`config.mk`:
```
export PLATFORM = sky130hd
export DESIGN_NAME = game_flow_ctrl
export DESIGN_NICKNAME = d
export VERILOG_FILES = /design/src/rtl/game_flow_ctrl_pkg.sv /design/src/rtl/game_timer_bcd_free.sv /design/src/rtl/game_flow_ctrl.sv
export SDC_FILE = /design/constraint.sdc
export NUM_CORES = 1
export LEC_CHECK = 0
export BUFFER_PORTS_ARGS = -buffer_cell sky130_fd_sc_hd__buf_2
export CORE_UTILIZATION = 48
export DETAILED_ROUTE_END_ITERATION = 8
export GPL_ROUTABILITY_DRIVEN = 0
export MAX_ROUTING_LAYER = met4
export PLACE_DENSITY = 0.78
export RECOVER_POWER = 100
export SYNTH_ARGS = -nofsm -noshare
export SYNTH_HDL_FRONTEND = slang
export SYNTH_SLANG_ARGS = --single-unit
export TNS_END_PERCENT = 20
```
`constraint.sdc`:
```
create_clock -name pclk -period 4.05 [get_ports pclk]
set_clock_uncertainty 0.2 [all_clocks]
set_input_delay 0.405 -clock pclk [delete_from_list [all_inputs] [get_ports pclk]]
set_output_delay 0.405 -clock pclk [all_outputs]
set_load 0.01 [all_outputs]
```
`src/rtl/game_flow_ctrl_pkg.sv`:
```
// Shared widths and state encoding for the game round sequencer and its timer.
package game_flow_ctrl_pkg;

  localparam int unsigned GAME_TIME_W = 13;
  localparam int unsigned SEC_W       = 6;
  localparam int unsigned HUND_W      = 7;
  localparam int unsigned PAIRS_W     = 6;
  localparam int unsigned HUND_MAX    = 99;

  typedef enum logic [1:0] {
    ST_IDLE    = 2'd0,
    ST_RUNNING = 2'd1,
    ST_WON     = 2'd2,
    ST_LOST    = 2'd3
  } state_e;

endpackage

```
`src/rtl/game_timer_bcd_free.sv`:
```
// Round timer: hundredths prescaler plus {seconds, hundredths} counter with
// a look-ahead flag that fires when the next value reaches the time limit.
module game_timer_bcd_free
  import game_flow_ctrl_pkg::*;
#(
  parameter int unsigned CLK_HZ       = 40_000_000,
  parameter int unsigned TIME_LIMIT_S = 60
) (
  input  logic                   pclk,
  input  logic                   rst,
  input  logic                   clr,
  input  logic                   run,
  output logic                   tick,
  output logic [GAME_TIME_W-1:0] game_time,
  output logic                   limit_hit
);

  localparam int unsigned PRESC_N = CLK_HZ / 100;
  localparam int unsigned PRESC_W = $clog2(PRESC_N);
  localparam logic [PRESC_W-1:0]     PRESC_TC = PRESC_W'(PRESC_N - 1);
  localparam logic [GAME_TIME_W-1:0] LIMIT    = {SEC_W'(TIME_LIMIT_S), HUND_W'(0)};

  logic [PRESC_W-1:0] presc_q, presc_d;
  logic [SEC_W-1:0]   sec_q, sec_d, sec_inc;
  logic [HUND_W-1:0]  hund_q, hund_d, hund_inc;

  always_comb begin
    tick = run && (presc_q == PRESC_TC);

    if (hund_q == HUND_W'(HUND_MAX)) begin
      hund_inc = '0;
      sec_inc  = sec_q + SEC_W'(1);
    end else begin
      hund_inc = hund_q + HUND_W'(1);
      sec_inc  = sec_q;
    end

    // Look-ahead so the FSM can stop the round on the same edge the limit is reached.
    limit_hit = tick && ({sec_inc, hund_inc} == LIMIT);

    presc_d = presc_q;
    sec_d   = sec_q;
    hund_d  = hund_q;
    if (clr) begin
      presc_d = '0;
      sec_d   = '0;
      hund_d  = '0;
    end else if (run) begin
      presc_d = (presc_q == PRESC_TC) ? '0 : presc_q + PRESC_W'(1);
      if (tick) begin
        sec_d  = sec_inc;
        hund_d = hund_inc;
      end
    end else begin
      presc_d = '0;
    end
  end

  always_ff @(posedge pclk or negedge rst) begin
    if (!rst) begin
      presc_q <= '0;
      sec_q   <= '0;
      hund_q  <= '0;
    end else begin
      presc_q <= presc_d;
      sec_q   <= sec_d;
      hund_q  <= hund_d;
    end
  end

  assign game_time = {sec_q, hund_q};

endmodule

```
`src/rtl/game_flow_ctrl.sv`:
```
// Game round sequencer: IDLE -> RUNNING -> WON/LOST, driving the endgame
// screen with the round time, pair count and win/loss flags.
module game_flow_ctrl
  import game_flow_ctrl_pkg::*;
#(
  parameter int unsigned CLK_HZ       = 40_000_000,
  parameter int unsigned MAX_PAIRS    = 18,
  parameter int unsigned TIME_LIMIT_S = 60
) (
  input  logic                   pclk,
  input  logic                   rst,
  input  logic                   start,
  input  logic                   restart,
  input  logic                   pair_found,
  output logic [GAME_TIME_W-1:0] game_time,
  output logic [PAIRS_W-1:0]     discovered_pairs_ctr,
  output logic                   game_active,
  output logic                   endscreen_en,
  output logic                   game_over_en
);

  state_e             state_q, state_d;
  logic [PAIRS_W-1:0] pairs_q, pairs_d, pairs_inc;
  logic               clr, run, tick, limit_hit, win;

  game_timer_bcd_free #(
    .CLK_HZ       (CLK_HZ),
    .TIME_LIMIT_S (TIME_LIMIT_S)
  ) u_timer (
    .pclk      (pclk),
    .rst       (rst),
    .clr       (clr),
    .run       (run),
    .tick      (tick),
    .game_time (game_time),
    .limit_hit (limit_hit)
  );

  assign run = (state_q == ST_RUNNING);

  always_comb begin
    state_d   = state_q;
    pairs_d   = pairs_q;
    clr       = 1'b0;
    pairs_inc = pairs_q + PAIRS_W'(1);
    win       = pair_found && (pairs_inc == PAIRS_W'(MAX_PAIRS));

    unique case (state_q)
      ST_IDLE: begin
        if (start) begin
          state_d = ST_RUNNING;
          clr     = 1'b1;
          pairs_d = '0;
        end
      end
      ST_RUNNING: begin
        if (pair_found && (pairs_q < PAIRS_W'(MAX_PAIRS))) begin
          pairs_d = pairs_inc;
        end
        // A completing pair beats a simultaneous timeout; the tick still lands.
        if (win) begin
          state_d = ST_WON;
        end else if (limit_hit) begin
          state_d = ST_LOST;
        end
      end
      ST_WON, ST_LOST: begin
        if (restart) begin
          state_d = ST_IDLE;
          clr     = 1'b1;
          pairs_d = '0;
        end
      end
      default: begin
        state_d = ST_IDLE;
        clr     = 1'b1;
        pairs_d = '0;
      end
    endcase
  end

  always_ff @(posedge pclk or negedge rst) begin
    if (!rst) begin
      state_q <= ST_IDLE;
      pairs_q <= '0;
    end else begin
      state_q <= state_d;
      pairs_q <= pairs_d;
    end
  end

  assign discovered_pairs_ctr = pairs_q;
  assign game_active          = (state_q == ST_RUNNING);
  assign endscreen_en         = (state_q == ST_WON) || (state_q == ST_LOST);
  assign game_over_en         = (state_q == ST_LOST);

  // tick is only consumed through limit_hit at this level.
  logic unused_tick;
  assign unused_tick = tick;

endmodule

```
==> results of run 1 <==
-- synthesized netlist by cell type (3+ instances only) --
cell     number
a211o_1       3
o21ai_0      15
xnor2_1      10
inv_1         7
xor2_1       12
nor2_1       31
ha_1          6
nand4_1       7
buf_2         5
nor3_1       10
dfrtp_1      40
nor4_1        5
a22o_1        3
and3_1        7
and2_1        3
a21oi_1       4
nand3_1      18
nand2_1      16
o22ai_1       3
-- layer usage --
| metal | vias up | routed length, um |
|---|---|---|
| met2 | 25 | 2320 |
| met1 | 917 | 2380 |
| met4 | 0 | 65 |
| li1 | 936 | - |
| met5 | - | 0 |
| met3 | 6 | 117 |
-- state kept, by name (all words and copies together), names as in the netlist --
| signal | flops |
|---|---|
| state_q | 2 |
| u_timer.hund_q | 7 |
| u_timer.presc_q | 19 |
| u_timer.sec_q | 6 |
| discovered_pairs_ctr | 6 |
-- through the flow --
stage / instances / hold WS (ps) / setup WS, ps
2_1_floorplan: 248 / -90.6 / 1930
3_3_place_gp: 331 / 264 / 1720
3_5_place_dp: 331 / 291 / 1610
4_1_cts: 339 / 52.3 / 1610
5_1_grt: 339 / 161 / 780
6_report: 339 / 160 / 1080
-- power by group --
| group | internal [W] | total (W) | switching [W] |
|---|---|---|---|
| combinational | 0.000170 | 0.000422 | 0.000253 |
| clock | 0.000217 | 0.000354 | 0.000137 |
| sequential | 0.000475 | 0.000601 | 0.000126 |
| total | 0.000862 | 0.00138 | 0.000516 |
-- cells by family (layout without fill, tap and decap cells) --
logic type	Yosys count	count (layout)
multiplexers	3	3
flip-flops	40	40
buffers and inverters	17	41
AO/OA/AOI/OAI	45	45
AND/OR/NAND/NOR	115	115
adder cells (fa/ha/maj)	6	6
XOR/XNOR	22	22
-- area by class of cell --
| type | instances | area [um2] | area share (%) |
|---|---|---|---|
| clock buffers | 7 | 96.3 | 3.69 |
| flip-flops and latches | 40 | 1000 | 38.4 |
| inverters | 7 | 26.3 | 1.01 |
| repair buffers | 26 | 101 | 3.89 |
| multi-input cells | 191 | 1270 | 48.7 |
| well taps | 67 | 83.8 | 3.21 |
| clock inverters | 1 | 30.0 | 1.15 |
-- path summary, 6_finish.rpt --
path                                             to  cells after the start               start  slack, ps
worst min-delay path                     state_q[0]                      2             restart        160
worst max register to register  u_timer.presc_q[10]                      5  u_timer.presc_q[0]       1080
worst min register to register   u_timer.presc_q[0]                      1  u_timer.presc_q[0]        300
worst max-delay path            u_timer.presc_q[10]                      5  u_timer.presc_q[0]       1080
min in group asynchronous        u_timer.presc_q[2]                      1                 rst        510
max in group asynchronous         u_timer.hund_q[0]                      1                 rst       1960
==> flow_summary_export.csv, run 1 <==
group,metric,value,unit
timing,fmax,337,MHz
cts,clk_latency,290,ps
logic_synthesis,synth.mux.area_fraction,1.31,%
run,drv_cap,2,
finish,syn2layout_area_growth,9.51,%
logic_synthesis,ys_warn_count,0,
cts,clkSlewWorstSetupHoldPaths,70,ps
logic_synthesis,synthSimpleGateAreaFrac,28.3,%
finish,drive_gt1_share,8.82,%
setup_path,worst_ep_required_time,3950,ps
setup_path,path_max_fanout,16,
power,power.density,528,nW/um2
global_routing,grt_pass1_wl,8.26,mm
global_routing,grt_util_met2,31.4,%
timing,drv_slew,58,
logic_synthesis,synth-main-ff-cell,"dfrtp_1",
logic_synthesis,syn_area,2380,um2
logic_synthesis,synthXorXnorAreaFrac,8.09,%
cts,cts-root-buf,"clkbuf_8",
timing,tightest_slew,2080,ps
floorplanning,core-area,4750,um2
power,totalPowerFinal,0.00138,W
floorplanning,num_rows,25,
drt,drc,0,
logic_synthesis,syn-num-nets,259,
timing,finalCritPeriodShare,73.2,%
logic_synthesis,synth_area_leader_cell,"dfrtp_1",
timing,finalHoldViolations,0,
cts,cts.sinks,40,
logic_synthesis,synth_area_leaders,"dfrtp_1, nor2_1, xor2_1, nand3_1, xnor2_1",
timing,tns,0,ps
floorplanning,io_pins,27,
drt,routed_wirelength,4.87,mm
global_routing,antenna_found_initial,0,
setup_path,cp-end-kind,"register",
logic_synthesis,synthAdderAreaFrac,3.15,%
min_path,hold_path.class,"in -> reg",
power,vdd_drop_max,0.190,mV
setup_path,cp_cell_sequence,"ha_1 > and3_1 > nand3_1 > o21ai_0 > nor2_1",
global_routing,grt_max_degree,41,
drt,wire_per_inst,14.4,um
logic_synthesis,synth_seq_area_share,42.0,%
cts,h-tree-depth,2,
cts,cts_hold_buf,0,
finish,fin_area,2610,um2
logic_synthesis,synth_top_family_by_area,"simple AND/OR/NAND/NOR gates",
logic_synthesis,ys_ff_latch,40,
finish,nets,282,
setup_path,startpoint_type,"register",
place,hpwl,3.52,mm
finish,n_fill_cell,457,
logic_synthesis,synthCells,248,
setup_path,slowest_stage,"o21ai_0",
floorplanning,die-area,5250,um2
timing,setup_viol,0,
place,placed_area,2520,um2
floorplanning,fp.dieW,72.4,um
cts,cts_resized,0,
cts,tritoncts,"yes",
global_routing,grt.busiest_layer,"met2",
drt,drtPass1Iterations,4,
outcome,outcome,"complete, but fails checks",
power,power.leakage,1.17,nW
outcome,violations,"capacitance limit, slew limit",
logic_synthesis,synth_edf_count,0,
logic_synthesis,async_flop_share,100,%
finish,final_util,54.8,%
timing,slew-limit-headroom,-38.9,%
floorplanning,die_y,72.4,um
drt,drtIter0Drc,79,
timing,rsz0062_at_grt,"no",
finish,mostFrequentLayoutCells,"dfrtp_1, nor2_1, clkbuf_1",
global_routing,groute.usage.overall,20.7,%
cts,cts-buffers-inserted,5,
setup_path,slowest_delay,1330,ps
floorplanning,start_util,50.1,%
cts,ctsLongestPathBuffers,2,
setup_path,path_buf_inv,0,
logic_synthesis,synth_top_area_share,42.0,%
drt,vias,1884,
global_routing,overflow,0,
logic_synthesis,ys_types,51,
logic_synthesis,synth-compound-area-share,12.8,%
global_routing,use_met1,28.0,%
place,port-buffer-count,26,
global_routing,met3_usage,3.75,%
setup_path,cpLargestDelayFamily,"compound AO/OA/AOI/OAI gates",
setup_path,worstPathArrival,2860,ps
global_routing,grt_pass1_vias,1742,
logic_synthesis,synth_area_per_cell,9.60,um2
finish,final_common_cell,"dfrtp_1",
setup_path,path_class,"reg -> reg",
cts,post_cts_buffers,0,
finish,antennaDiodeCount,0,
timing,min_period,2970,ps
drt,vias_per_cell,5.56,
drt,ant_nets,0,
Power figures use the tool's default switching activity.
==> run 2: changes to the inputs <==
- PLACE_DENSITY: 0.78 -> 0.8
- clock period: 4.05 -> 2.4 ns (I/O delays scaled with it)
==> run 2 against run 1 <==
  * The flow now finishes without violations
  * Count of clock-buffer cells in the layout shrank 1
  * First-iteration DRC count grew 100%
  * Maximum frequency grew 34%
  * Sequential power grew 65%
  * Die area is the same
  * Flip-flop and latch count is the same
  * Critical path type unchanged
  * Critical endpoint is now u_timer.sec_q[5]
  * Largest power group unchanged
==> flow_summary_export.csv, run 2 (synthesis gave the netlist of run 1 again) <==
group,metric,value,unit
cts,post_cts_buffers,0,
finish,top_register,"u_timer.presc_q",
floorplanning,fp.dieW,72.4,um
drt,routed-wl-met2,2.31,mm
global_routing,grt_pass1_wl,8.65,mm
timing,setup_viol,0,
setup_path,slowest_stage,"or2_1",
timing,drv_slew,0,
min_path,min_path_cells,3,
global_routing,antenna_found_initial,0,
finish,n_fill_cell,453,
setup_path,worstPathArrival,2200,ps
cts,clk_latency,300,ps
global_routing,overflow,0,
global_routing,grt_max_degree,41,
place,hpwl,3.56,mm
power,p_seq_share,42.9,%
drt,wire_per_inst,14.6,um
setup_path,ff2ff_path_depth,6,
cts,clkSlewWorstSetupHoldPaths,80,ps
cts,h-tree-depth,2,
global_routing,groute.usage.overall,22.1,%
timing,min_period,2210,ps
timing,finalHoldViolations,0,
global_routing,grt_pass1_vias,1778,
outcome,outcome,"finished clean",
power,switchingPower,0.000889,W
power,intPower,0.00142,W
finish,antennaDiodeCount,0,
drt,dr_wl_met3,336,um
finish,syn2layout_area_growth,11.6,%
min_path,hold_path.class,"in -> reg",
finish,mostFrequentLayoutCells,"dfrtp_1, nor2_1, clkbuf_1",
power,swShare,38.5,%
timing,rsz0062_at_grt,"no",
cts,ctsLongestPathBuffers,2,
run,drv_cap,0,
floorplanning,io_pins,27,
drt,drtIter0Drc,161,
power,vdd_drop_max,0.379,mV
timing,slew-limit-headroom,34.1,%
min_path,hold_start,"start",
power,power.leakage,1.20,nW
setup_path,path_class,"reg -> reg",
setup_path,path_max_fanout,16,
drt,wl_met1,2.37,mm
power,power_frac_comb,33.1,%
drt,drc,0,
floorplanning,start_util,50.1,%
timing,hold_slack,40.2,ps
power,totalPowerFinal,0.00231,W
cts,tritoncts,"yes",
place,placed_area,2570,um2
drt,vias_per_cell,5.74,
drt,ant_nets,0,
place,port-buffer-count,26,
timing,fmax,452,MHz
setup_path,startpoint_type,"register",
power,power.density,869,nW/um2
drt,routed_wirelength,5.07,mm
cts,cts-root-buf,"clkbuf_8",
timing,finalCritPeriodShare,92.3,%
finish,drive_gt1_share,11.0,%
floorplanning,num_rows,25,
floorplanning,die-area,5250,um2
min_path,holdPathEnd,"state_q[0]",
finish,largest_reg_flops,19,
setup_path,cp_cell_sequence,"ha_1 > and3_1 > nand3_2 > or2_1 > o21ai_0 > a22o_1",
finish,reg_top3,"u_timer.presc_q x19, u_timer.hund_q x7",
drt,drtPass1Iterations,5,
cts,cts.sinks,40,
setup_path,regToRegEndpoint,"u_timer.sec_q[5]",
setup_path,r2r-start,"u_timer.presc_q[0]",
floorplanning,core-area,4750,um2
finish,fin_area,2660,um2
cts,cts_hold_buf,2,
finish,final_common_cell,"dfrtp_1",
finish,nets,291,
cts,cts_resized,0,
timing,tightest_slew,989,ps
setup_path,rrSetupSlack,190,ps
power,pwr-share-clk,24.1,%
floorplanning,die_y,72.4,um
setup_path,slowest_delay,460,ps
drt,highest_layer,"met4",
cts,cts-buffers-inserted,5,
setup_path,cp-end-kind,"register",
drt,vias,1998,
timing,tns,0,ps
setup_path,worst_ep_required_time,2380,ps
run 2: worst max-delay path by stage:
stage | start | end | slack, ps
finish | u_timer.presc_q[0] | u_timer.sec_q[5] | 190
floorplan | u_timer.hund_q[0] | u_timer.sec_q[4] | 280
global route | u_timer.presc_q[0] | u_timer.sec_q[4] | 20
detailed placement | u_timer.presc_q[0] | u_timer.sec_q[5] | 200
CTS | u_timer.presc_q[0] | u_timer.sec_q[5] | 180
global placement | u_timer.presc_q[0] | u_timer.sec_q[5] | 250
run 2: through the flow:
stage               setup WS [ps]  std cells  util, %
finish                        186        348     55.9
global route                 17.1        348     55.9
CTS                           183        348     56.8
detailed placement            201        338     54.1
global placement              248        338     54.1
floorplan                     276        248        -
run 2: final cells by class:
cell class | instances | area (um2) | area share (%)
clock buffer | 6 | 72.6 | 2.73
clock inverter | 2 | 35.0 | 1.32
inverter | 7 | 26.3 | 0.989
multi-input combinational | 191 | 1270 | 48.0
sequential | 40 | 1000 | 37.7
tap | 67 | 83.8 | 3.16
timing repair buffer | 35 | 164 | 6.17
run 2: power groups by stage:
stage          clock network (W)  registers (W)  logic [W]
2_1_floorplan                  0       0.000977   0.000562
3_3_place_gp                   0       0.000990   0.000779
3_5_place_dp                   0       0.000999   0.000798
4_1_cts                 0.000557       0.000985   0.000802
5_1_grt                 0.000585        0.00102   0.000874
6_report                0.000555       0.000989   0.000764
run 2: layer usage:
layer,track usage [%],vias to the layer above
li1,-,953
met1,30.4,943
met2,31.8,93
met3,4.31,9
met4,9.37,0
met5,-,-
run 2: worst max-delay path, delay by kind of cell, from the launching register on:
kind                     cells  cell delay, ps
AND/OR/NAND/NOR              3             800
AO/OA/AOI/OAI                2             440
flip-flops                   1             420
adder cells (fa/ha/maj)      1             250
==> run 3: changes to the inputs <==
- CORE_UTILIZATION: 48 -> 53
- PLACE_DENSITY: 0.8 -> 0.86
==> run 3 against run 2 <==
  * Hold slack better by 9.2 ps
  * Final cell count down 3.7%
  * Design area down 0.38%
  * Critical path depth up 1
  * Setup slack worse by 16 ps
  * Critical path type unchanged
==> flow_summary_export.csv, run 3 (synthesis gave the netlist of run 1 again) <==
group,metric,value,unit
power,power.leakage,1.20,nW
setup_path,slowest_stage,"dfrtp_1",
power,power_frac_comb,33.6,%
global_routing,grt_util_met2,35.9,%
min_path,hold_path.class,"in -> reg",
timing,slew-limit-headroom,35.4,%
global_routing,grt_pass1_wl,8.99,mm
finish,largest_reg_flops,19,
cts,h-tree-depth,2,
global_routing,grt_pass1_vias,1913,
drt,vias,1986,
power,intPower,0.00142,W
cts,cts.sinks,40,
timing,tns,0,ps
setup_path,slowest_delay,390,ps
setup_path,worstPathArrival,2180,ps
outcome,outcome,"finished clean",
drt,ant_nets,0,
timing,finalCritPeriodShare,92.9,%
cts,clkSlewWorstSetupHoldPaths,70,ps
setup_path,path_max_fanout,8,
finish,syn2layout_area_growth,11.1,%
setup_path,startpoint_type,"register",
power,vdd_drop_max,0.296,mV
floorplanning,io_pins,27,
cts,ctsLongestPathBuffers,2,
setup_path,cp-end-kind,"register",
drt,vias_per_cell,5.93,
power,power.density,879,nW/um2
floorplanning,die-area,4760,um2
global_routing,grt_max_degree,41,
floorplanning,num_rows,24,
run,drv_cap,0,
setup_path,path_class,"reg -> reg",
setup_path,path_buf_inv,2,
power,switchingPower,0.000906,W
power,p_seq_share,43.2,%
finish,reg_top3,"u_timer.presc_q x19, u_timer.hund_q x7",
cts,post_cts_buffers,0,
timing,fmax,448,MHz
global_routing,use_met1,32.4,%
drt,routed_wirelength,5.27,mm
cts,cts_resized,0,
drt,wire_per_inst,15.7,um
cts,cts-root-buf,"clkbuf_8",
finish,drive_gt1_share,10.6,%
finish,nets,293,
floorplanning,core-area,4320,um2
timing,min_period,2230,ps
drt,drtIter0Drc,140,
cts,cts-buffers-inserted,5,
place,placed_cells,325,
place,port-buffer-count,26,
setup_path,worst_ep_required_time,2350,ps
timing,drv_slew,0,
global_routing,antenna_found_initial,0,
floorplanning,start_util,55.1,%
timing,rsz0062_at_grt,"no",
finish,antennaDiodeCount,0,
power,swShare,38.9,%
cts,tritoncts,"yes",
floorplanning,fp.dieW,69.0,um
cts,cts_hold_buf,2,
cts,clk_latency,290,ps
drt,drc,0,
drt,drtPass1Iterations,4,
timing,finalHoldViolations,0,
setup_path,cp_cell_sequence,"ha_1 > and3_1 > nand3_2 > buf_4 > o21ai_0 > clkbuf_1 > nor2_1",
setup_path,cpLargestDelayFamily,"buffers and inverters",
finish,stdcell_count,335,
global_routing,grt.busiest_layer,"met2",
finish,top_register,"u_timer.presc_q",
finish,final_common_cell,"dfrtp_1",
global_routing,met3_usage,4.53,%
floorplanning,die_y,69.0,um
place,hpwl,3.67,mm
finish,mostFrequentLayoutCells,"dfrtp_1, nor2_1, clkbuf_1",
timing,setup_viol,0,
global_routing,groute.usage.overall,24.3,%
timing,tightest_slew,968,ps
power,pwr-share-clk,23.2,%
global_routing,overflow,0,
run 3: power groups by stage:
stage | Combinational [W] | Sequential (W) | Clock [W]
floorplan | 0.000562 | 0.000977 | 0
global placement | 0.000778 | 0.00100 | 0
detailed placement | 0.000814 | 0.00101 | 0
CTS | 0.000826 | 0.000999 | 0.000547
global route | 0.000865 | 0.00103 | 0.000571
finish | 0.000782 | 0.00101 | 0.000539
run 3: final cells by class:
type,instances,area [um2]
fillers,369,1680
multi-input cells,191,1270
flip-flops and latches,40,1000
repair buffers,37,173
clock buffers,6,72.6
well taps,52,65.1
clock inverters,2,35.0
inverters,7,26.3
run 3: per-layer routing:
| metal | wire length [um] | part of all wire, % |
|---|---|---|
| met5 | 0 | 0 |
| met1 | 2420 | 46 |
| met2 | 2420 | 46 |
| met4 | 165 | 3.1 |
| met3 | 264 | 5.0 |
run 3: worst min-delay path, cell delays in order:
cell     delay, ps
buf_2          110
nor2_1          40
o22ai_1         90
run 3: final timing paths:
path | startpoint | end | slack (ps) | depth (start not counted)
min in group asynchronous | rst | u_timer.presc_q[3] | 430 | 2
max reg2reg | u_timer.presc_q[0] | u_timer.presc_q[14] | 170 | 7
min | start | state_q[0] | 50 | 3
min reg2reg | u_timer.presc_q[0] | u_timer.presc_q[0] | 290 | 1
max in group asynchronous | rst | state_q[0] | 960 | 2
max | u_timer.presc_q[0] | u_timer.presc_q[14] | 170 | 7
run 3: through the flow:
| step | area (um2) | worst slack, ps | util, % | power (W) | hold slack, ps |
|---|---|---|---|---|---|
| after CTS | 2700 | 192 | 62.3 | 0.00237 | 43.3 |
| after detailed placement | 2570 | 204 | 59.4 | 0.00183 | 203 |
| after floorplan | 2380 | 276 | - | 0.00154 | -256 |
| after global routing | 2650 | 54.5 | 61.2 | 0.00246 | 57.1 |
| final | 2650 | 170 | 61.2 | 0.00233 | 49.4 |
| after global placement | 2570 | 269 | 59.4 | 0.00178 | 201 |
